[config.mk]
export PLATFORM = sky130hd
export DESIGN_NAME = multicycle_control
export DESIGN_NICKNAME = d
export VERILOG_FILES = /design/src/rtl/multicycle_control.sv
export SDC_FILE = /design/constraint.sdc
export NUM_CORES = 1
export LEC_CHECK = 0
export ABC_AREA = 0
export CORE_ASPECT_RATIO = 0.9
export CORE_MARGIN = 4
export CORE_UTILIZATION = 25
export CTS_BUF_LIST = sky130_fd_sc_hd__clkbuf_16
export CTS_CLUSTER_SIZE = 40
export DETAILED_ROUTE_END_ITERATION = 8
export GPL_ROUTABILITY_DRIVEN = 1
export PLACE_DENSITY = 0.49
export RECOVER_POWER = 25
export SLEW_MARGIN = 20
export SYNTH_ARGS = -nofsm -noshare
export SYNTH_HDL_FRONTEND = slang
export SYNTH_SLANG_ARGS = --single-unit
export TNS_END_PERCENT = 10
[constraint.sdc]
create_clock -name clk -period 1.5 [get_ports clk]
set_input_delay 0.225 -clock clk [delete_from_list [all_inputs] [get_ports clk]]
set_output_delay 0.225 -clock clk [all_outputs]
set_load 0.01 [all_outputs]
[src/rtl/multicycle_control.sv]
// Multicycle MIPS-style control FSM: sequences fetch/decode/execute/memory/writeback
// and drives the datapath strobes and mux selects from the current state.
module multicycle_control (
  input  logic       clk,
  input  logic       rst_n,
  input  logic [5:0] opcode,
  input  logic       zero,
  input  logic       mem_ready,
  output logic       pc_en,
  output logic       ir_write,
  output logic       iord,
  output logic       mem_read,
  output logic       mem_write,
  output logic       reg_write,
  output logic       reg_dst,
  output logic       mem_to_reg,
  output logic       alu_src_a,
  output logic [1:0] alu_src_b,
  output logic [1:0] alu_op,
  output logic [1:0] pc_src,
  output logic       instr_done,
  output logic       illegal_op,
  output logic [3:0] state
);

  localparam logic [3:0] FETCH  = 4'd0;
  localparam logic [3:0] DECODE = 4'd1;
  localparam logic [3:0] MEMADR = 4'd2;
  localparam logic [3:0] MEMRD  = 4'd3;
  localparam logic [3:0] MEMWB  = 4'd4;
  localparam logic [3:0] MEMWR  = 4'd5;
  localparam logic [3:0] EXEC   = 4'd6;
  localparam logic [3:0] ALUWB  = 4'd7;
  localparam logic [3:0] BRANCH = 4'd8;
  localparam logic [3:0] ADDIEX = 4'd9;
  localparam logic [3:0] ADDIWB = 4'd10;
  localparam logic [3:0] JUMP   = 4'd11;

  localparam logic [5:0] OP_R    = 6'b000000;
  localparam logic [5:0] OP_LW   = 6'b100011;
  localparam logic [5:0] OP_SW   = 6'b101011;
  localparam logic [5:0] OP_BEQ  = 6'b000100;
  localparam logic [5:0] OP_ADDI = 6'b001000;
  localparam logic [5:0] OP_J    = 6'b000010;

  logic [3:0] state_reg, state_next;

  always_ff @(posedge clk or negedge rst_n) begin
    if (!rst_n) state_reg <= FETCH;
    else        state_reg <= state_next;
  end

  always_comb begin
    state_next = FETCH;
    case (state_reg)
      FETCH:  state_next = mem_ready ? DECODE : FETCH;
      DECODE: begin
        case (opcode)
          OP_LW, OP_SW: state_next = MEMADR;
          OP_R:         state_next = EXEC;
          OP_BEQ:       state_next = BRANCH;
          OP_ADDI:      state_next = ADDIEX;
          OP_J:         state_next = JUMP;
          default:      state_next = FETCH;
        endcase
      end
      // Anything other than sw is treated as a load so the access always completes.
      MEMADR: state_next = (opcode == OP_SW) ? MEMWR : MEMRD;
      MEMRD:  state_next = mem_ready ? MEMWB : MEMRD;
      MEMWR:  state_next = mem_ready ? FETCH : MEMWR;
      EXEC:   state_next = ALUWB;
      ADDIEX: state_next = ADDIWB;
      default: state_next = FETCH;
    endcase
  end

  logic legal_op;
  always_comb begin
    case (opcode)
      OP_R, OP_LW, OP_SW, OP_BEQ, OP_ADDI, OP_J: legal_op = 1'b1;
      default:                                   legal_op = 1'b0;
    endcase
  end

  // Control word order: pc_en ir_write iord mem_read mem_write reg_write reg_dst
  // mem_to_reg alu_src_a alu_src_b[1:0] alu_op[1:0] pc_src[1:0] instr_done illegal_op
  logic [16:0] ctl_next;

  always_comb begin
    ctl_next = '0;
    case (state_reg)
      FETCH:  ctl_next = {mem_ready, mem_ready, 1'b0, 1'b1, 5'b0, 2'b01, 2'b00, 2'b00, 2'b00};
      DECODE: ctl_next = {9'b0, 2'b11, 2'b00, 2'b00, ~legal_op, ~legal_op};
      MEMADR, ADDIEX:
              ctl_next = {8'b0, 1'b1, 2'b10, 2'b00, 2'b00, 2'b00};
      MEMRD:  ctl_next = {2'b00, 1'b1, 1'b1, 5'b0, 8'b0};
      MEMWR:  ctl_next = {2'b00, 1'b1, 1'b0, 1'b1, 4'b0, 6'b0, mem_ready, 1'b0};
      MEMWB:  ctl_next = {5'b0, 1'b1, 1'b0, 1'b1, 1'b0, 6'b0, 2'b10};
      EXEC:   ctl_next = {8'b0, 1'b1, 2'b00, 2'b10, 2'b00, 2'b00};
      ALUWB:  ctl_next = {5'b0, 1'b1, 1'b1, 2'b00, 6'b0, 2'b10};
      ADDIWB: ctl_next = {5'b0, 1'b1, 3'b000, 6'b0, 2'b10};
      BRANCH: ctl_next = {zero, 7'b0, 1'b1, 2'b00, 2'b01, 2'b01, 2'b10};
      JUMP:   ctl_next = {1'b1, 8'b0, 2'b00, 2'b00, 2'b10, 2'b10};
      default: ctl_next = '0;
    endcase
  end

  // Gating with rst_n keeps every strobe low for as long as reset is held.
  assign {pc_en, ir_write, iord, mem_read, mem_write, reg_write, reg_dst, mem_to_reg,
          alu_src_a, alu_src_b, alu_op, pc_src, instr_done, illegal_op}
         = rst_n ? ctl_next : 17'b0;

  assign state = state_reg;

endmodule

==> results of run 1 <==
worst max path at each step:
stage | start | endpoint | slack [ps] | cells after the start
floorplan | state[2] | instr_done | 40 | 5
global placement | opcode[2] | instr_done | -710 | 6
detailed placement | opcode[1] | instr_done | -750 | 6
CTS | state[2] | reg_write | -140 | 5
global route | state[0] | mem_read | -220 | 5
finish | state[3] | reg_write | -140 | 5
through the flow:
stage / TNS, ps / instance area [µm²] / power (mW) / hold WS, ps
2_1_floorplan: 0 / 724.4 / 0.6513 / -70.59
3_3_place_gp: -7632 / 1180 / 1.104 / 561.0
3_5_place_dp: -7948 / 1180 / 1.111 / 560.0
4_1_cts: -1504 / 1349 / 1.694 / 65.14
5_1_grt: -2099 / 1385 / 1.846 / 77.77
6_report: -1003 / 1385 / 1.736 / 69.28
where the power goes:
part	internal [mW]	leakage (nW)	switching (mW)
Combinational	0.625	0.564	0.506
Clock	0.341	0.0370	0.0755
Sequential	0.140	0.0478	0.0485
critical path: stages, from the launching register on:
cell and delay (ps):
dfrtp_2 440, nor2b_2 170, mux2_2 270, a22oi_2 120
nor2b_1 60, buf_2 140
cells by family after synthesis:
family | synth area share (%)
simple gates | 43.31
compound gates | 21.74
buf+inv | 14.26
flops | 13.91
xor+xnor | 3.653
mux | 3.130
layout make-up:
type                       count  area (µm²)
sequential                     4       105.1
inverter                       2       7.507
timing repair buffer          65       533.0
tap                           40       50.05
multi-input combinational     80       614.3
clock buffer                   3       75.07
fill                         290        1363
repair_timing:
action / in CTS / in global routing
resized for setup: 101 / 17
gates cloned: 0 / 0
pin swaps: 8 / 2
setup endpoints to repair: 23 / 20
buffers inserted: 10 / 1
metal layers:
layer | share of wire (%) | up-vias | global-route usage (%)
met4 | 0.74 | 0 | 4.518
met2 | 49 | 22 | 23.09
met1 | 45 | 465 | 18.82
met5 | 0 | - | 0
li1 | - | 466 | -
met3 | 4.4 | 2 | 2.672
synthesized netlist by cell type (2+ instances only):
library cell   n
nor2b_1        7
buf_2          2
nor3b_1        2
and3b_1        2
inv_1          2
and3_1         4
a22oi_1        2
a21oi_1        4
or3_1          2
nor2_1        10
nand2_1        7
nand3_1        4
nor4_1         3
o21ai_0        4
dfrtp_1        4
nor3_1         8
buf_6          4
xor2_1         2
o21a_1         2
==> metrics.yaml, run 1 <==
status: "finished with violations"
violations: "negative setup slack"
final_util_pct: 50.41
cts_buffers: 3
fin_crit_sh_pct: 109.7
num_vias: 955
clock_latency_ps: 220
grt_max_degree: 13
clock-sinks: 4
largest_reg_flops: 4
finalMaxSlewViolations: 0
crit_arrival_ps: 1420
core_area_mm2: 0.002748
ys_top_cells_by_area: "dfrtp_1 (14%), buf_6 (6.3%), nor2b_1 (6.1%)"
h-tree-depth: 1
grt_util_all_layers_pct: 14.09
cellLeakagePower_nw: 0.6483
end_kind: "output port"
dr.first_iter.drc_count: 26
fin_nets: 166
setup_viol: 13
synthCells: 96
initial_utilization_pct: 26.18
maxCapViolCount: 0
start_kind: "register"
clockBufferDepth: 2
drive_gt1_share_pct: 54.55
place_ws_ps: -750.7
yosysTopAreaCellShare_pct: 13.91
finalClockSkew_ps: 0.6804
r2r-start: "state[0]"
die_area_mm2: 0.003801
period_needed_ps: 1645
ant_nets: 0
timing.fmax_mhz: 607.9
synth_edf_count: 0
die_h_um: 58.89
root_buffer: "clkbuf_16"
dpl.cell_count: 181
r2r_cells: 5
final_cells: 194
grt_pass1_vias: 924
vias_per_cell: 4.923
final_cell_mix: "buf_4 (24), buf_2 (14), buf_6 (9)"
port_buffers: 30
hp-class: "input pin to asynchronous set/reset pin"
finalWorstSetupSlack_ps: -144.9
avgSynthCellArea_um2: 7.494
rrSetupSlack_ps: 0
final_common_cell: "buf_4"
area_growth_pct: 92.52
syn_area_um2: 719.4
worstMarginPinSlew_ps: 389.2
fp.dieW_um: 64.55
yosys.area.top_type: "dfrtp_1"
clk_pin_slew_worst_paths_ps: 30
wl_per_cell_um: 13.15
ir_drop_uv: 474.7
cts_hold_buf: 0
cellPowerDensity_mw_per_mm2: 1253
yosysSeqAreaShare_pct: 13.91
cp_data_required_time_ps: 1270
routed_wirelength_um: 2552
gp_congestion: 0.7733
place_hpwl_um: 1944
antenna_found_initial: 0
crit_fanout: 6
yosysWarnings: 0
rows: 18
async_reset_ff_share_pct: 100.0
ios: 31
path_class: "register to output port"
hold_violations: 0
rsz0062_at_grt: "yes"
cts_tree: "yes"
synthDistinctLibCells: 40
diodes: 0
synth_ff_type: "dfrtp_1"
drc: 0
rr_endpoint: "state[2]"
firstDrtPassIters: 4
grt_overflow: 0
synth.net_count: 106
maxSlewHeadroom_pct: 73.38
grt_pass1_wl_um: 4202
ys_seq_elements: 4
No activity file was read; power rests on OpenSTA's default activity.
==> inputs of run 2 (changes only) <==
--- a/config.mk
+++ b/config.mk
@@ -5,15 +5,15 @@
 export SDC_FILE = /design/constraint.sdc
 export NUM_CORES = 1
 export LEC_CHECK = 0
-export ABC_AREA = 0
 export CORE_ASPECT_RATIO = 0.9
 export CORE_MARGIN = 4
 export CORE_UTILIZATION = 25
 export CTS_BUF_LIST = sky130_fd_sc_hd__clkbuf_16
+export CTS_CLUSTER_DIAMETER = 80
 export CTS_CLUSTER_SIZE = 40
 export DETAILED_ROUTE_END_ITERATION = 8
 export GPL_ROUTABILITY_DRIVEN = 1
-export PLACE_DENSITY = 0.49
+export PLACE_DENSITY = 0.61
 export RECOVER_POWER = 25
 export SLEW_MARGIN = 20
 export SYNTH_ARGS = -nofsm -noshare
==> run 2 against run 1 <==
Compared with the run above: die area stayed put; design area is 4.7% higher; critical path depth is 1 higher; global-route usage increased by 0.47 points; sequential cell count unchanged; the run still ends with negative setup slack left; combinational power shrank 4%; register-to-register slack got worse by 60 ps; first-iteration DRC count fell by 27%; clock-buffer cell count unchanged; via count grew 1.4%; clock skew about the same; non-clock buffer count is 7 higher.
==> metrics.yaml, run 2 (synthesis results as in run 1) <==
status: "finished with violations"
violations: "negative setup slack"
swShare_pct: 37.05  # +0.74 points
hold_violations: 0  # unchanged
ios: 31  # unchanged
rrSetupSlack_ps: -60  # -60 ps
power_switching_mw: 0.6352  # +0.78%
crit_path_end: "reg_write"
vias_per_cell: 4.816  # -2.2%
cts_buffers: 3  # unchanged
h-tree-depth: 1  # unchanged
finalClockSkew_ps: 0.6840  # +0.003580 ps
fill_cells: 263  # -9.3%
drc: 0  # unchanged
port_buffers: 30  # unchanged
pwr-share-seq_pct: 12.3  # +1.4 points
firstDrtPassIters: 4  # unchanged
pwr-share-clk_pct: 24.1  # about the same
clockBufferDepth: 2  # unchanged
die_h_um: 58.89  # unchanged
crit_fanout: 7  # +1
worstMarginPinSlew_ps: 368.2  # -21.02 ps
hp-class: "input pin to asynchronous set/reset pin"
finalWorstSetupSlack_ps: -171.6  # -26.64 ps
grt_overflow: 0  # unchanged
root_buffer: "clkbuf_16"
grtUsageMet2_pct: 23.97  # +0.88 points
num_vias: 968  # +1.4%
clk_pin_slew_worst_paths_ps: 30  # about the same
clock-sinks: 4  # unchanged
fp.dieW_um: 64.55  # unchanged
final_util_pct: 52.78  # +2.4 points
r2r_cells: 6  # +1
final_cell_mix: "buf_4 (33), buf_2 (16), buf_6 (9)"
die_area_mm2: 0.003801  # unchanged
grt_util_all_layers_pct: 14.57  # +0.47 points
core_area_mm2: 0.002748  # unchanged
top_usage_layer: "met2"
r2r-start: "state[2]"
grt_use_met1_pct: 19.47  # +0.65 points
critPathLaunch: "state[2]"
path_class: "register to output port"
end_kind: "output port"
gp_congestion: 0.8270  # +6.9%
antenna_found_initial: 0  # unchanged
period_needed_ps: 1672  # +26.64 ps
fin_nets: 173  # +4.2%
rsz0062_at_grt: "yes"
largest_reg_flops: 4  # unchanged
maxCapViolCount: 0  # unchanged
drive_gt1_share_pct: 58.39  # +3.8 points
diodes: 0  # unchanged
clock_latency_ps: 220  # about the same
p_total_mw: 1.715  # -1.2%
cts_tree: "yes"
dr.first_iter.drc_count: 19  # -27%
grt_pass1_vias: 923  # -0.11%
grt_pass1_wl_um: 4291  # +2.1%
cts_hold_buf: 0  # unchanged
cellLeakagePower_nw: 0.6956  # +7.3%
p_comb_share_pct: 63.6  # -1.6 points
finalMaxSlewViolations: 0  # unchanged
crit_arrival_ps: 1450  # +30 ps
start_kind: "register"
ant_nets: 0  # unchanged
initial_utilization_pct: 26.18  # unchanged
fin_crit_sh_pct: 111.4  # +1.8 points
cellPowerDensity_mw_per_mm2: 1182  # -5.7%
grt_max_degree: 11  # -2
setup_viol: 13  # unchanged
area_growth_pct: 101.6
maxSlewHeadroom_pct: 74.82  # +1.4 points
timing.fmax_mhz: 598.2  # -1.6%
routed_wirelength_um: 2733  # +7.1%
place_hpwl_um: 1857  # -4.5%
cp_data_required_time_ps: 1270  # about the same
wl_per_cell_um: 13.60  # +3.4%
grtUsageMet3_pct: 2.099  # -0.57 points
p_int_mw: 1.079  # -2.4%
rr_endpoint: "state[2]"
rows: 18  # unchanged
ir_drop_uv: 646.7  # +36%
final_common_cell: "buf_4"
[run 2: how the worst min path moves through the flow]
stage,start,end,cells after the start
floorplan,rst_n,state[0],0
global placement,rst_n,state[1],3
detailed placement,rst_n,state[0],3
CTS,rst_n,state[1],3
global route,rst_n,state[2],3
finish,rst_n,state[3],3
[run 2: worst max-delay path, stage by stage, from the launching register on]
cell,delay (ps)
dfrtp_2,440
buf_4,150
nor2b_4,30
mux2_2,260
a22oi_2,130
nor2b_1,60
buf_2,130
[run 2: through the flow]
step / cells / hold slack, ps / instance area [µm²] / setup slack [ps] / setup TNS [ps]
global placement: 189 / 658.5 / 1227 / -728.7 / -7935
detailed placement: 189 / 679.3 / 1227 / -738.4 / -8279
finish: 201 / 482.4 / 1450 / -171.6 / -1150
global route: 201 / 534.6 / 1450 / -251.3 / -2127
CTS: 200 / 443.3 / 1384 / -161.2 / -1171
floorplan: 96 / -70.59 / 724.4 / 41.69 / 0
[run 2: power by group through the flow]
stage                     Sequential [mW]  Clock, mW  Combinational (mW)
after CTS                           0.204      0.418                1.00
after floorplan                     0.179          0               0.472
after global placement              0.200          0               0.936
after detailed placement            0.200          0               0.940
after global routing                0.216      0.426                1.17
final                               0.211      0.413                1.09
[run 2: area by class of cell]
type	instances	area, µm²	area share (%)
multi-input cells	80	644.4	44.43
repair buffers	72	563.0	38.83
flip-flops and latches	4	105.1	7.248
clock buffers	3	75.07	5.177
well taps	40	50.05	3.451
inverters	2	12.51	0.8628
[run 2: timing repair]
item	CTS	global route
setup endpoints to repair	24	20
pin swaps	9	4
buffers inserted	8	1
resized for setup	112	14
[run 2: routing by layer]
metal,wire length (µm),vias to the layer above
met2,1353,23
met3,92,6
met4,51,0
li1,-,479
met5,0,-
met1,1235,460
==> inputs of run 3 (changes only) <==
--- a/config.mk
+++ b/config.mk
@@ -5,6 +5,7 @@
 export SDC_FILE = /design/constraint.sdc
 export NUM_CORES = 1
 export LEC_CHECK = 0
+export ABC_AREA = 1
 export CORE_ASPECT_RATIO = 0.9
 export CORE_MARGIN = 4
 export CORE_UTILIZATION = 25
@@ -13,7 +14,7 @@
 export CTS_CLUSTER_SIZE = 40
 export DETAILED_ROUTE_END_ITERATION = 8
 export GPL_ROUTABILITY_DRIVEN = 1
-export PLACE_DENSITY = 0.61
+export PLACE_DENSITY = 0.6
 export RECOVER_POWER = 25
 export SLEW_MARGIN = 20
 export SYNTH_ARGS = -nofsm -noshare
==> run 3 against run 2 <==
Compared with the run above: the flow still finishes with violations (negative setup slack); combinational power about the same; worst setup slack gained 39 ps; critical path depth unchanged; cell count down 4.0%; critical endpoint is now ir_write.
==> metrics.yaml, run 3 <==
start_kind: "register"
ant_nets: 0  # unchanged
synthDistinctLibCells: 22  # -45%
path_class: "register to output port"
finalClockSkew_ps: 3.124  # +2.440 ps
grt_overflow: 0  # unchanged
cp_data_required_time_ps: 1270  # about the same
crit_family: "flip-flops"
yosys.area.top_type: "nor2_1"
routed_wirelength_um: 2133  # -22%
crit_fanout: 4  # -3
finalWorstSetupSlack_ps: -132.9  # +38.64 ps
swShare_pct: 40.86  # +3.8 points
gp_congestion: 0.8010  # -3.1%
p_int_mw: 1.006  # -6.8%
pwr-share-seq_pct: 11.9  # -0.4 points
dr.first_iter.drc_count: 18  # -1
avgSynthCellArea_um2: 5.571  # -26%
async_reset_ff_share_pct: 100.0  # unchanged
h-tree-depth: 1  # unchanged
antenna_found_initial: 0  # unchanged
rsz0062_at_grt: "yes"
cpPeakStageDelay_ps: 400  # -40 ps
clock-sinks: 4  # unchanged
fin_nets: 178  # +2.9%
p_comb_share_pct: 63.7  # about the same
hp-class: "input pin to asynchronous set/reset pin"
crit_arrival_ps: 1410  # -40 ps
maxCapViolCount: 0  # unchanged
syn_area_um2: 590.6  # -18%
clockBufferDepth: 2  # unchanged
diodes: 0  # unchanged
root_buffer: "clkbuf_16"
crit_chain: "inv_2 > nand2_8 > nor2_2 > nand2_2 > nor2_1 > clkdlybuf4s15_2"
core_area_mm2: 0.002222  # -19%
largest_reg_flops: 4  # unchanged
ys_top_cells_by_area: "nor2_1 (17%), dfrtp_1 (17%), nand2_1 (13%)"
yosysWarnings: 0  # unchanged
final_common_cell: "buf_4"
rows: 16  # -2
cellPowerDensity_mw_per_mm2: 1382  # +17%
yosysSeqAreaShare_pct: 16.95  # +3.0 points
timing.fmax_mhz: 612.4  # +2.4%
place_hpwl_um: 1695  # -8.8%
end_kind: "output port"
clk_pin_slew_worst_paths_ps: 30  # about the same
grt_pass1_vias: 913  # -1.1%
slowest_stage: "dfrtp_1"
worstMarginPinSlew_ps: 247.0  # -121.2 ps
maxSlewHeadroom_pct: 83.53  # +8.7 points
hold_violations: 0  # unchanged
synth_ff_type: "dfrtp_1"
num_vias: 895  # -7.5%
area_growth_pct: 108.5
final_util_pct: 55.41  # +2.6 points
finalMaxSlewViolations: 0  # unchanged
synth_edf_count: 0  # unchanged
initial_utilization_pct: 26.58  # +0.39 points
ir_drop_uv: 816.9  # +26%
period_needed_ps: 1633  # -38.64 ps
firstDrtPassIters: 4  # unchanged
fp.dieW_um: 59.23  # -8.2%
die_h_um: 54.11  # -8.1%
synthCells: 106  # +10%
wl_per_cell_um: 11.05  # -19%
ys_seq_elements: 4  # unchanged
cts_buffers: 3  # unchanged
status: "finished with violations"
clock_latency_ps: 220  # about the same
port_buffers: 30  # unchanged
power_switching_mw: 0.6953  # +9.5%
ys_top_cells_by_count: "nor2_1 (27), nand2_1 (21), inv_1 (11), nand3_1 (11), inv_2 (7)"
yosysTopAreaCellShare_pct: 17.16  # +3.2 points
synth.net_count: 116  # +9.4%
pwr-share-clk_pct: 24.3  # +0.2 points
violations: "negative setup slack"
grt_util_all_layers_pct: 14.79  # +0.22 points
cts_tree: "yes"
grt_max_degree: 10  # -1
vias_per_cell: 4.637  # -3.7%
fin_crit_sh_pct: 108.9  # -2.6 points
drc: 0  # unchanged
path_buf_inv: 2  # unchanged
final_cells: 193  # -4.0%
grt_pass1_wl_um: 3608  # -16%
final_cell_mix: "buf_4 (28), nor2_1 (19), nand2_1 (18)"
synth.most_common_cell: "nor2_1"
die_area_mm2: 0.003205  # -16%
setup_viol: 17  # +4
dpl.cell_count: 185  # -2.1%
ios: 31  # unchanged
cellLeakagePower_nw: 0.6535  # -6.1%
drive_gt1_share_pct: 51.20  # -7.2 points
-- run 3: power groups by stage --
stage | Clock [mW] | Combinational [mW] | Sequential [mW]
after detailed placement | 0 | 1.04 | 0.191
after global routing | 0.436 | 1.18 | 0.211
after floorplan | 0 | 0.484 | 0.207
after CTS | 0.423 | 1.07 | 0.203
after global placement | 0 | 1.03 | 0.190
final | 0.414 | 1.08 | 0.203
-- run 3: what timing repair did --
| item | in CTS | in global routing |
|---|---|---|
| pin swaps | 10 | 4 |
| endpoints found under the hold margin | 0 | 0 |
| buffers inserted | 4 | 1 |
| setup endpoints to repair | 19 | 20 |
| hold buffers | 0 | 0 |
| resized for setup | 99 | 7 |
-- run 3: per-layer routing --
layer  routed length [µm]  global-route usage, %  vias up
met5                    0                      0        -
met4                   21                  4.906        0
met3                  142                  3.357        2
met2                 1123                  30.00       25
met1                  845                  14.59      412
li1                     -                      -      456
-- run 3: path summary, 6_finish.rpt --
| check | from | end | slack [ps] | cells after the start |
|---|---|---|---|---|
| max | state[3] | ir_write | -130 | 6 |
| min in group clk | opcode[3] | state[1] | 590 | 4 |
| min | rst_n | state[3] | 130 | 2 |
| min reg2reg | state[1] | state[3] | 670 | 3 |
| max in group asynchronous | rst_n | state[0] | 1150 | 2 |
| max reg2reg | state[3] | state[1] | -60 | 11 |
-- run 3: final cells by class --
type	count	area [µm²]
fill	226	991.0
multi-input combinational	82	501.7
timing repair buffer	59	445.4
sequential	4	102.6
clock buffer	3	75.07
inverter	18	72.57
tap	27	33.78
-- run 3: worst reg2reg max path, stage by stage, from the launching register on --
cell and delay [ps]:
dfrtp_1 400, buf_6 140, buf_6 110, nor2_4 70
nand2_2 70, buf_4 130, buf_4 120, buf_4 120
buf_4 130, nor2_4 80, nor2_1 50, nand3_1 70
-- run 3: logic make-up (layout without fill, tap and decap cells) --
family	after synthesis	after routing	share of synthesized area, %
simple gates	73	73	60.59
compound gates	9	9	9.110
buf+inv	20	80	13.35
flops	4	4	16.95
-- run 3: metrics by stage --
step | setup WS (ps) | area (µm²) | setup TNS (ps) | hold slack [ps] | power, mW
2_1_floorplan | 44.51 | 590.6 | 0 | -70.59 | 0.6914
3_3_place_gp | -525.6 | 1094 | -6503 | 520.3 | 1.218
3_5_place_dp | -586.2 | 1094 | -6854 | 527.2 | 1.230
4_1_cts | -148.8 | 1205 | -1646 | 96.12 | 1.696
5_1_grt | -265.5 | 1231 | -3076 | 154.2 | 1.831
6_report | -132.9 | 1231 | -1373 | 128.3 | 1.702
